--- config.mk ---
export PLATFORM = sky130hd
export DESIGN_NAME = dmem_store_buffer
export DESIGN_NICKNAME = d
export VERILOG_FILES = /design/src/rtl/stbuf_pkg.sv /design/src/rtl/stbuf_match.sv /design/src/rtl/dmem_store_buffer.sv
export SDC_FILE = /design/constraint.sdc
export NUM_CORES = 1
export LEC_CHECK = 0
export ABC_CLOCK_PERIOD_IN_PS = 4500
export BUFFER_PORTS_ARGS = -buffer_cell sky130_fd_sc_hd__buf_2
export CAP_MARGIN = 20
export CELL_PAD_IN_SITES_DETAIL_PLACEMENT = 0
export CELL_PAD_IN_SITES_GLOBAL_PLACEMENT = 2
export CORE_ASPECT_RATIO = 0.6
export CORE_MARGIN = 2
export CORE_UTILIZATION = 39
export CTS_CLUSTER_DIAMETER = 50
export CTS_CLUSTER_SIZE = 16
export DETAILED_ROUTE_END_ITERATION = 10
export PLACE_DENSITY = 0.86
export SLEW_MARGIN = 20
export SYNTH_ARGS = -nofsm -noshare
export SYNTH_HDL_FRONTEND = slang
export SYNTH_SLANG_ARGS = --single-unit
--- constraint.sdc ---
create_clock -name clk -period 4.5 [get_ports clk]
set_clock_uncertainty 0.05 [all_clocks]
set_input_delay 0.45 -clock clk [delete_from_list [all_inputs] [get_ports clk]]
set_output_delay 0.45 -clock clk [all_outputs]
set_load 0.02 [all_outputs]
--- src/rtl/stbuf_pkg.sv ---
// Shared types and helpers for the dmem store buffer.
// Optional in-place coalescing is enabled by defining STBUF_COALESCE_EN.
package stbuf_pkg;

  localparam int STBUF_DEPTH_DEFAULT = 4;

  typedef struct packed {
    logic [29:0] addr;
    logic [31:0] data;
  } stbuf_entry_t;

  function automatic int ptrWidth(input int depth);
    return (depth > 1) ? $clog2(depth) : 1;
  endfunction

endpackage

--- src/rtl/stbuf_match.sv ---
// Combinational youngest-match selector over the circular store buffer.
// Searches from the oldest slot toward tail, so the youngest match is the last write.
module stbuf_match
  import stbuf_pkg::*;
#(
  parameter  int DEPTH = STBUF_DEPTH_DEFAULT,
  localparam int PtrW  = ptrWidth(DEPTH)
) (
  input  stbuf_entry_t      entries [DEPTH],
  input  logic [DEPTH-1:0]  validMask,
  input  logic [PtrW-1:0]   tail,
  input  logic [29:0]       lookupAddr,
  output logic              hit,
  output logic [31:0]       hit_data
);

  logic [PtrW-1:0] idx;

  // NOTE: every always_comb output gets a default first so no path leaves it unassigned (no latch).
  always_comb begin
    hit      = 1'b0;
    hit_data = '0;
    idx      = '0;
    for (int k = DEPTH; k >= 1; k--) begin
      idx = tail - PtrW'(k);
      if (validMask[idx] && (entries[idx].addr == lookupAddr)) begin
        hit      = 1'b1;
        hit_data = entries[idx].data;
      end
    end
  end

endmodule

--- src/rtl/dmem_store_buffer.sv ---
// Posted-write store buffer between the memory stage and a slow data memory write port.
// Define STBUF_COALESCE_EN to merge a store into a matching tail-most entry in place.
module dmem_store_buffer
  import stbuf_pkg::*;
#(
  parameter int DEPTH = STBUF_DEPTH_DEFAULT
) (
  input  logic                   clk,
  input  logic                   reset,
  input  logic                   MemWriteM,
  input  logic [31:0]            ALUResultM,
  input  logic [31:0]            WriteDataM,
  output logic [31:0]            ReadDataM,
  output logic [31:0]            mem_raddr,
  input  logic [31:0]            mem_rdata,
  output logic                   mem_we,
  output logic [31:0]            mem_waddr,
  output logic [31:0]            mem_wdata,
  input  logic                   mem_wready,
  output logic                   full,
  output logic                   empty,
  output logic [$clog2(DEPTH):0] count,
  output logic                   overflow
);

  localparam int PtrW = ptrWidth(DEPTH);
  localparam int CntW = $clog2(DEPTH) + 1;
  localparam logic [CntW-1:0] DepthCnt = CntW'(DEPTH);

  stbuf_entry_t     entries [DEPTH];
  logic [PtrW-1:0]  head, tail, tailLast;
  logic [DEPTH-1:0] validMask;
  logic [29:0]      wordAddr;
  logic             push, pop, drop, coalesce;
  logic             fwdHit;
  logic [31:0]      fwdData;

  assign wordAddr  = ALUResultM[31:2];
  assign tailLast  = tail - PtrW'(1);
  assign full      = (count == DepthCnt);
  assign empty     = (count == '0);
  assign mem_we    = !empty;
  assign pop       = mem_we && mem_wready;
  assign mem_raddr = ALUResultM;
  assign mem_waddr = {entries[head].addr, 2'b00};
  assign mem_wdata = entries[head].data;

  // An entry stays valid while it is being popped, so loads still see it this cycle.
  always_comb begin
    validMask = '0;
    for (int i = 0; i < DEPTH; i++) begin
      validMask[i] = ({1'b0, PtrW'(i) - head} < count);
    end
  end

  stbuf_match #(.DEPTH(DEPTH)) u_fwd_match (
    .entries    (entries),
    .validMask  (validMask),
    .tail       (tail),
    .lookupAddr (wordAddr),
    .hit        (fwdHit),
    .hit_data   (fwdData)
  );

  assign ReadDataM = fwdHit ? fwdData : mem_rdata;

`ifdef STBUF_COALESCE_EN
  logic [DEPTH-1:0] tailMask;
  logic             coalHit;
  logic [31:0]      coalData;

  always_comb begin
    tailMask = '0;
    if (!empty) tailMask[tailLast] = 1'b1;
  end

  stbuf_match #(.DEPTH(DEPTH)) u_coal_match (
    .entries    (entries),
    .validMask  (tailMask),
    .tail       (tail),
    .lookupAddr (wordAddr),
    .hit        (coalHit),
    .hit_data   (coalData)
  );

  // The tail-most entry is also the head when count is 1; never rewrite it while it drains.
  assign coalesce = MemWriteM && coalHit && !(pop && (count == CntW'(1)));
`else
  assign coalesce = 1'b0;
`endif

  assign push = MemWriteM && !coalesce && (!full || pop);
  assign drop = MemWriteM && !coalesce && full && !pop;

  // NOTE: sequential state uses non-blocking assignments so every register sees pre-edge values.
  always_ff @(posedge clk) begin
    if (!reset) begin
      head     <= '0;
      tail     <= '0;
      count    <= '0;
      overflow <= 1'b0;
    end else begin
      if (push) tail <= tail + PtrW'(1);
      if (pop)  head <= head + PtrW'(1);
      if (push && !pop)      count <= count + CntW'(1);
      else if (pop && !push) count <= count - CntW'(1);
      if (drop) overflow <= 1'b1;
    end
  end

  // NOTE: the entry array has no reset; count gates validity, so stale contents are never observed.
  always_ff @(posedge clk) begin
    if (push) begin
      entries[tail] <= '{addr: wordAddr, data: WriteDataM};
    end
`ifdef STBUF_COALESCE_EN
    else if (coalesce) begin
      entries[tailLast].data <= WriteDataM;
    end
`endif
  end

endmodule

# Yosys cells after proc, flatten, opt, wreduce, memory -nomap -nowiden
# Index checks and enable logic that the tools add are counted.
totals:
  reg_bits: 256
  input_bits: 100
  output_inout_bits: 135
  wordCells: 102
classes:
  n_addsub: 11
  n_lt_le_gt_ge: 14
  eq_ne: 5
  mux: 37
  n_bitwise: 5
  reduce_logical: 18
op_table:
  columns: ["op", "count"]
  rows:
  - ["two-way mux 62 bit", 11]
  - ["binary-select mux 62 bit (select 2 bit)", 5]
  - ["bitwise mux 248 bit", 1]
  - ["two-way mux 32 bit", 5]
  - ["demux 62 bit (select 2 bit)", 1]
  - ["equality test 30 bit", 4]
  - [">= comparator 3 bit, second input constant", 5]
  - ["NOT 2 -> 3 bit", 5]
  - ["< comparator 2 x 3 -> 1 bit", 4]
  - ["< comparator 2 x 3 -> 1 bit, second input constant", 4]
  - ["logical AND 1 bit", 11]
  - ["binary-select mux 1 bit (select 2 bit)", 4]
  - ["two-way mux 1 bit", 8]
  - ["two-way mux 3 bit", 2]
  - ["adder 2 x 1 -> 2 bit, second input constant", 2]
  - ["zero test 1 bit", 4]
  - ["subtractor 1 x 2 -> 2 bit, first input constant", 2]
  - ["subtractor 2 bit, first input constant", 2]
  - ["subtractor 2 bit, second input constant", 2]
  - ["adder 3 x 1 -> 3 bit, second input constant", 1]
  - ["equality test 3 bit, second input constant", 1]
  - ["zero test 3 bit", 1]
  - ["< comparator 3 x 1 -> 1 bit, second input constant", 1]
  - ["subtractor 3 x 1 -> 3 bit, second input constant", 1]
  - ["3 further kinds", 3]

# Logic depth before layout (Yosys ltp)
# Gate-level depths: netlist of the first run.
depth:
  word_depth: 11
  ltp_mapped: 18
  ltp_nobuf: 10

# Cells and area by module
# A second synthesis of the first run with hierarchy kept.
unflattened:
  cells_unflattened: 1413
  hier_area_um2: 18555.3
modules_own_cells:
  columns: ["module", "instances", "cells_per_inst", "area_per_inst_um2", "seq_area_each_um2"]
  rows:
  - ["dmem_store_buffer", 1, 466, 10226.1, 7607.3]
  - ["stbuf_match", 1, 947, 8329.2, 0.0]

# Worst setup path before layout of the first run
# OpenSTA, ideal clock, no wires.
synth_timing:
  path_type: "flip-flop to output port"
  start: "reg head[1]"
  end: "out ReadDataM[10]"
  arrival_time_ns: 4.105
  t_required_ns: 4.000
  slack_ns: -0.105
  stages_incl_launch_ff: 16
  n_path_buf: 5
  cell_sequence: "dfxtp_1 -> clkbuf_1 -> clkbuf_1 -> clkbuf_1 -> inv_1 -> ha_1 -> a21boi_0 -> nor2_1 -> mux4_2 -> nor2_1 -> nor3_1 -> a2bb2oi_1 -> buf_2 -> clkbuf_1 -> a41oi_2 -> o21ai_1"
synth_via:
  elab_chain_cells: 10
  word_cells_on_any_way: 29
  classes_between: "add/sub: 4; order compare: 4; mux: 17; reduce/logical: 4"
synth_lines:
  columns: ["item", "line", "rtl"]
  rows:
  - ["start: declaration", "dmem_store_buffer.sv:31", "logic [PtrW-1:0] head, tail, tailLast;"]
  - ["start signal: assignment", "dmem_store_buffer.sv:104", "if (pop) head <= head + PtrW'(1);"]
  - ["subtractor 1 x 2 -> 2 bit / subtractor 2 bit (equally long branches)", "dmem_store_buffer.sv:52", "validMask[i] = ({1'b0, PtrW'(i) - head} < count);"]
  - ["< comparator 2 x 3 -> 1 bit", "dmem_store_buffer.sv:52", null]
  - ["binary-select mux 1 bit (select 2 bit)", "stbuf_match.sv:26", "if (validMask[idx] && (entries[idx].addr == lookupAddr)) begin"]
  - ["two-way mux 1 bit (not written as such)", "stbuf_match.sv:26", null]
  - ["logical AND 1 bit", "stbuf_match.sv:26", null]
  - ["two-way mux 32 bit / two-way mux 1 bit (equally long branches) (4 in a row)", "stbuf_match.sv:26", null]
  - ["two-way mux 32 bit *", "dmem_store_buffer.sv:65", "assign ReadDataM = fwdHit ? fwdData : mem_rdata;"]
  - ["end: declaration", "dmem_store_buffer.sv:13", "output logic [31:0] ReadDataM,"]
# Mark *: on every way between the ends. The rest lies on a longest branch, timed or not. The select of a mux whose other input is x is not followed.

# Worst setup path in the final report of the first run
layout_timing:
  start: "reg tail[0]"
  end: "out ReadDataM[0]"
layout_via:
  elab_chain_cells: 11
  word_cells_on_any_way: 44
  classes_between: "add/sub: 3; eq/ne: 4; mux: 29; bitwise: 4; reduce/logical: 4"
layout_lines:
  columns: ["item", "line", "rtl"]
  rows:
  - ["start: declaration", "dmem_store_buffer.sv:31", null]
  - ["start signal: assignment", "dmem_store_buffer.sv:103", "if (push) tail <= tail + PtrW'(1);"]
  - ["subtractor 2 bit / NOT 2 -> 3 bit (equally long branches)", "stbuf_match.sv:25, stbuf_match.sv:26, stbuf_match.sv:28", null]
  - ["NOT 2 -> 3 bit (not written as such) / binary-select mux 62 bit (select 2 bit) (equally long branches)", "stbuf_match.sv:26, stbuf_match.sv:28", null]
  - ["binary-select mux 62 bit (select 2 bit) / two-way mux 62 bit (equally long branches)", "stbuf_match.sv:26, stbuf_match.sv:28", null]
  - ["two-way mux 62 bit (not written as such)", "stbuf_match.sv:26", null]
  - ["two-way mux 62 bit (not written as such) / equality test 30 bit (equally long branches)", "stbuf_match.sv:28, stbuf_match.sv:26", null]
  - ["equality test 30 bit / logical AND 1 bit (equally long branches)", "stbuf_match.sv:26", null]
  - ["logical AND 1 bit, or another cell as far along", "stbuf_match.sv:26", null]
  - ["two-way mux 32 bit / two-way mux 1 bit (equally long branches) (3 in a row)", "stbuf_match.sv:26", null]
  - ["two-way mux 32 bit *", "dmem_store_buffer.sv:65", null]
# Marked as above.

==> metrics.md, run 1 <==
| Metric | Value |
|---|---|
| Crit path max fanout | 23 |
| Die Y | about 170 microns |
| Final ANT Viol Nets | 0 |
| P&R area growth vs syn | 24.1% |
| Vias in the first global route | roughly 14000 |
| DR WL/cell | 29.5 microns |
| DRC Markers | 0 |
| Die area | 50500 sq um |
| Synth Flop Type | edfxtp_1 |
| Status | complete, no violations |
| Mapped Area | 19000 sq um |
| GR Util All Layers | 23.8% |
| Longest Clk Path Bufs | 3 |
| Final Setup Violations | 0 |
| Max-slew violations | 0 |
| Yosys reg bits | about 260 |
| Die width | 289 microns |
| Effective utilization at floorplan | 39.6% |
| Synthesis Warnings | 0 |
| Worst EP required | approximately 4.0 ns |
| Commonest non-fill, non-tap cells in the layout | edfxtp_1, mux4_2, buf_2 |
| Max_cap viols | 0 |
| Worst Path Arrival | 3.99 ns |
| Fin nets | 1577 |
| Layout cells sized above 1 | 52.5% |
| Htree depth | 2 |
| CP Launch Type | register |
| Top-level port count | ~240 |
| Largest net degree at the start of global routing | 65 |
| Gpl congestion | 0.875 |
| WL final | between 60 and 70 mm |
| Core ar. | 47900 sq um |
| Placed Area | 20800 sq um |
| Placement Setup Slack | 0.0920 ns |
| Pleak | 7.59 nW |
| CP Class | reg -> out |
| Period minus WS final | between 4 and 5 ns |
| Max_slew headroom | 33.7% |
| Hold Fails Final Rpt | 0 |
| Hold Crit Class | in -> reg |
| Pwr dens | 441 nW/um^2 |
| DR iter-0 viols | 1654 |
| Initial antenna violation count | 5 |
| Register area share after synthesis | roughly 40% |
| Buffers on Ports | 228 |
| Commonest non-fill, non-tap cell in the layout | edfxtp_1 |
| Total gr overflow | 0 |
| Final Cycle Share | 99.9% |
| FMAX | 223 MHz |
| Post-synth EDFFs | approximately 250 |
| DPL Wire Length | 38.1 mm |
| Vias per cell | between 6 and 7 |
| Cts bufs inserted | 34 |
| CP endpoint kind | primary output |
| Global-route wire length before repair | 89.3 mm |
| Root buf cell | clkbuf_16 |
| Post-synth ARST share | 0% |
| Gate Count Post-Synth | 1242 |
| Final Instance Area | 23500 sq um |
| RSZ-0062 raised after global routing | true |
| Via Count | 13887 |
| Clk pin slew, worst setup/hold paths | approximately 0.07 ns |
| Setup ws final | 0.00563 ns |
| Iteration count of the initial detailed-routing pass | 5 |
| Rows | 62 |
| Syn Area/Cell | roughly 15 sq um |
| Distinct cells, synth | slightly below 70 |
| CTS tree | built |
| Count of clock tree sinks | 256 |
| Clock Latency Late Sink | 0.52 ns |
| Slew at the pin with the worst max-slew slack | 0.995 ns |
| Maximum vdd drop | 0.241 mV |
| Layout Utilization | around half |
==> metal layers <==
metal / vias up / share of wire, % / global-route usage, %
li1: 5723 / - / -
met1: 7225 / 43 / 35.0
met2: 826 / 43 / 33.9
met3: 113 / 11 / 6.66
met4: 0 / 2.8 / 7.75
met5: - / 0 / 0
==> worst max-delay path: stages (launching register included) <==
cell	delay, ns
dfxtp_4	0.38
buf_4	0.22
bufbuf_16	0.38
mux2i_1	0.26
xnor2_1	0.18
or4_1	0.56
o21ai_1	0.25
nand4_4	0.17
buf_4	0.20
clkbuf_16	0.20
nor3b_1	0.24
a41oi_1	0.07
o21ai_1	0.14
buf_4	0.20
==> synth_stat cells (all sizes together), types with 3 or more instances <==
cell type / n / area, sq um
a211oi: 3 / 22.5
a21oi: 10 / 50.1
a2bb2oi: 4 / 35.0
a311oi: 32 / 280
a41oi: 32 / 505
and2: 9 / 56.3
buf: 92 / 622
clkbuf: 76 / 285
dfxtp: 8 / 160
edfxtp: 248 / 7450
ha: 9 / 113
inv: 10 / 37.5
mux2: 13 / 146
mux2i: 84 / 845
mux4: 242 / 5450
nand2: 7 / 26.3
nand3: 3 / 15.0
nand4: 14 / 93.8
nor2: 9 / 33.8
nor2b: 6 / 37.5
nor3: 5 / 25.0
nor3b: 66 / 495
nor4: 13 / 81.3
o2111a: 32 / 360
o21ai: 37 / 185
o221ai: 3 / 26.3
o22ai: 3 / 18.8
or3: 7 / 48.8
or4: 3 / 22.5
xnor2: 99 / 867
xor2: 30 / 263
==> cell families after synthesis <==
kind of cell,Yosys count,share of synthesized area [%]
other,1,0.0198
muxes,339,34.0
AOI/OAI and AO/OA,175,8.79
buffers and inverters,179,5.00
and+or+nand+nor,153,5.45
xor gates and xnor gates,129,5.96
DFF,256,40.1
adders and majority gates,10,0.699
==> final timing paths <==
path	startpoint	slack (ns)	cells past startpoint	endpoint
max	tail[0]	0.006	13	ReadDataM[0]
max reg2reg	tail[1]	1.37	5	entries[18]
min reg2reg	overflow	0.47	2	overflow
min	WriteDataM[12]	0.09	1	entries[136]
==> where the power goes <==
group	switching (mW)	internal (mW)	leakage [nW]
Clock	1.12	1.59	0.544
Combinational	2.45	2.16	4.70
Sequential	0.186	2.86	2.34
Total	3.76	6.61	7.59
==> state kept, by name, indices dropped and copies added (netlist names) <==
name and cells:
entries 248, tail 2, count 3, head 2, overflow 1
==> timing repair <==
action,CTS,global route
gates cloned,9,12
endpoints found under the setup margin,32,32
pin swaps,9,40
hold buffers,0,0
resized for setup,50,99
setup buffers,21,28
==> through the flow <==
| step | cells | hold slack [ns] | setup TNS [ns] | total power [mW] |
|---|---|---|---|---|
| 6_report | 2137 | 0.0916 | 0 | 10.4 |
| 5_1_grt | 2134 | 0.0803 | -2.27 | 10.8 |
| 4_1_cts | 2093 | 0.0672 | 0 | 10.3 |
| 3_5_place_dp | 2002 | 0.447 | 0 | 7.32 |
| 3_3_place_gp | 2002 | 0.430 | 0 | 7.28 |
| 2_1_floorplan | 1243 | 0.499 | 0 | 6.13 |
==> layout make-up <==
cell class,count,area (sq um)
Fill cell,4054,24400
Multi-Input combinational cell,811,11000
Sequential cell,256,7620
Timing Repair Buffer,353,2900
Clock buffer,41,951
Tap cell,640,801
Clock inverter,20,169
Inverter,11,47.5
Antenna cell,5,12.5
Power figures use the tool's default switching activity.
==> run 2: changes to the inputs <==
Settings changed: CORE_UTILIZATION 39 to 37, PLACE_DENSITY 0.86 to 0.85, REMOVE_ABC_BUFFERS set to 1, SYNTH_HIERARCHICAL set to 1.
==> run 2 against run 1 <==
Net effect: sequential share of layout area increased by 1.6 points; synthesized cell count grew 14%; power down 7.9%; global-route usage is 1.5 points lower; worst hold slack got worse by 0.073 ns; first-iteration DRC count shrank 30%; via count shrank 0.78%; critical path depth increased by 4; routed wire length shrank 5.7%; the flow now finishes with violations (negative setup slack).
==> metrics.md, run 2 <==
| Metric | Value |
|---|---|
| Commonest non-fill, non-tap cell in the layout | edfxtp_1 |
| Int Power | a little under 6 mW |
| Total gr overflow | 0 |
| Area leader, netlist | edfxtp_1 |
| Period minus WS final | 4.89 ns |
| Most used cell, CP | buf_12 |
| Maximum vdd drop | 0.333 mV |
| FMAX | 205 MHz |
| Layout cells sized above 1 | 43.9% |
| Syn Area/Cell | ~13 sq um |
| Fillcell total | between 4000 and 5000 |
| Yosys reg bits | 256 |
| Worst EP required | approximately 4 ns |
| Register area share after synthesis | 41.0% |
| Commonest non-fill, non-tap cells in the layout | edfxtp_1, buf_2, mux2i_1 |
| Violated checks | negative setup slack |
| Die area | 52000 sq um |
| GR Util All Layers | about 22% |
| Synth top area share | 40.1% |
| Clock Latency Late Sink | 0.60 ns |
| Switching share of power | 37.8% |
| Clock power frac | 25.4% |
| DPL Wire Length | 40.1 mm |
| Worst reg2reg startpoint | count[0] |
| CP endpoint kind | primary output |
| Hold Fails Final Rpt | 0 |
| Gpl congestion | 0.933 |
| Rows | 63 |
| Max-slew violations | 0 |
| Vias per cell | between 5 and 6 |
| Synthesis Warnings | 6 |
| Htree depth | 1 |
| Pleak | 8.27 nW |
| Core ar. | 49400 sq um |
| Effective utilization at floorplan | a little under two fifths |
| Slew at the pin with the worst max-slew slack | approximately 0.86 ns |
| Gate power share | a little over two fifths |
| Post-synth top cells | edfxtp_1, mux2i_1, mux2_2, mux4_2, xnor2_1 |
| Vias in the first global route | between 10000 and 15000 |
| Pwr Total | 9.55 mW |
| Regs by FF count | entries: 248 flops, count: 3 flops |
| Hold Crit Class | in -> reg |
| Slack of the worst reg-to-reg path | between 1.5 and 2 ns |
| Global-route wire length before repair | about 87 mm |
| CP Cell Sequence | buf_12 > buf_12 > mux4_2 > xnor2_2 > buf_6 > nand4_1 > nor4_2 > buf_4 > and4b_2 > nand2_8 > buf_12 > buf_16 > mux2i_1 > mux2i_1 > a22o_1 > mux2_4 > buf_6 |
| HP Start | WriteDataM[18] |
| Longest Clk Path Bufs | 3 |
| Crit path buffers/inverters | 7 |
| Max_slew headroom | 42.4% |
| Gate Count Post-Synth | 1413 |
| Pwr dens | 425 nW/um^2 |
| CP startpoint | tail[0] |
| Initial antenna violation count | 1 |
| Iteration count of the initial detailed-routing pass | 5 |
| Status | finished, violations left |
| Count of clock tree sinks | 256 |
| Diodes inserted | 0 |
| Max_cap viols | 0 |
| Final ANT Viol Nets | 0 |
| Clk pin slew, worst setup/hold paths | 0.07 ns |
| Die Y | 177 microns |
| Slowest stage delay, CP | 0.51 ns |
| Setup ws final | -0.388 ns |
| WL final | 59.5 mm |
| Cts bufs inserted | 29 |
| Post-synth EDFFs | 248 |
| Sequential power share | a little under a third |
| RSZ-0062 raised after global routing | true |
| DRC Markers | 0 |
| Dpl cells | 2251 |
| Die width | 293 microns |
| CTS tree | built |
| Buffers on Ports | 228 |
| Reg2Reg Depth | 5 |
| Layout Utilization | 45.4% |
| Final Setup Violations | 32 |
| CP Class | reg -> out |
| Top post-synthesis cells by area | edfxtp_1, mux2i_1, mux4_2 |
| P&R area growth vs syn | 21.0% |
| Instance count on the critical path | 17 |
| Count leader, synth | edfxtp_1 |
| Crit path max fanout | 7 |
| DR WL/cell | 25.4 microns |
| CP top delay family | buffers and inverters |
| Slowest-stage cell, CP | mux4_2 |
| Sw Pwr | 3.61 mW |
| CP Launch Type | register |
| Synth Flop Type | edfxtp_1 |
| Mapped Area | between 15000 and 20000 sq um |
| Root buf cell | clkbuf_16 |
| Biggest register | entries |
| Fin nets | ~1800 |
| Max reg flops | 248 |
| Via Count | 13779 |
| Final Cycle Share | 109% |
| DR iter-0 viols | between 1000 and 1500 |
| Hold path depth | 1 |
| Distinct cells, synth | 73 |
| Largest net degree at the start of global routing | 63 |
| Post-synth ARST share | 0% |
| Non-filler cells, final | approximately 2300 |
| Top-level port count | between 200 and 250 |
| Worst Path Arrival | 4.39 ns |
-- run 2: cell types whose count changed in the layout (fill, tap and decap cells not counted), sizes merged, moves of 35 or more --
cell	previous run	this run
mux4	242	90
mux2	13	169
buf	339	378
nand2	7	42
nor3b	66	1
mux2i	84	212
a221o	1	64
-- run 2: power by group through the flow --
| stage | sequential, mW | clock, mW | combinational, mW |
|---|---|---|---|
| 3_5_place_dp | 3.06 | 0 | 3.94 |
| 2_1_floorplan | 3.33 | 0 | 2.56 |
| 5_1_grt | 3.02 | 2.56 | 4.41 |
| 6_report | 2.99 | 2.43 | 4.13 |
| 3_3_place_gp | 3.05 | 0 | 3.91 |
| 4_1_cts | 2.99 | 2.48 | 4.09 |
-- run 2: cells by family (layout without fill, tap and decap cells) --
family	Yosys count	after routing	synth area share [%]
fa+ha+maj	10	10	0.715
simple gates	160	160	4.63
xor+xnor	113	113	5.33
mux	471	471	32.9
compound gates	220	220	9.48
flops	256	256	41.0
other cells	1	2	0.0202
buf+inv	182	455	5.95
-- run 2: metrics by stage --
stage          worst slack, ns  instance area [sq um]  hold WS, ns  setup TNS, ns
6_report                -0.388                  22500       0.0189         -10.73
5_1_grt                 -0.468                  22500       0.0175         -13.73
3_3_place_gp            -0.408                  20600        0.419         -12.65
2_1_floorplan            -8.92                  17500        0.499       -1623.75
3_5_place_dp            -0.301                  20600        0.429          -9.09
4_1_cts                 -0.335                  22400     0.000479          -8.84
-- run 2: what timing repair did --
item | 4_1_cts | 5_1_grt
gates resized for setup | 91 | 12
pin swaps | 7 | 1
cloned | 7 | 1
endpoints found under the hold margin | 20 | 0
setup endpoints to repair | 32 | 32
hold buffers | 5 | 0
setup buffers | 22 | 0
-- run 2: final cells by class --
cell class	instances	area (sq um)	share of cell area (%)
multi-input combinational	976	10100	45.0
clock inverter	23	235	1.05
inverter	18	67.6	0.301
timing repair buffer	384	2880	12.8
clock buffer	30	729	3.25
sequential	256	7620	34.0
tap	650	813	3.62
-- run 2: metal layers --
| metal | track usage [%] | part of all wire [%] |
|---|---|---|
| met1 | 33.5 | 47 |
| met2 | 32.0 | 42 |
| met3 | 5.65 | 9.4 |
| met4 | 4.62 | 2.0 |
| met5 | 0 | 0.012 |
-- run 2: worst reg2reg max path, cell delays in order, from the launching register on --
cell,delay [ns]
dfxtp_1,0.43
buf_4,0.21
nor4b_2,0.07
nor2b_1,0.47
and2_4,0.81
buf_4,0.41
-- run 2: final timing paths --
check	to
setup / recovery	ReadDataM[8]
setup reg to reg	entries[222]
hold / removal	entries[18]
hold reg to reg	overflow
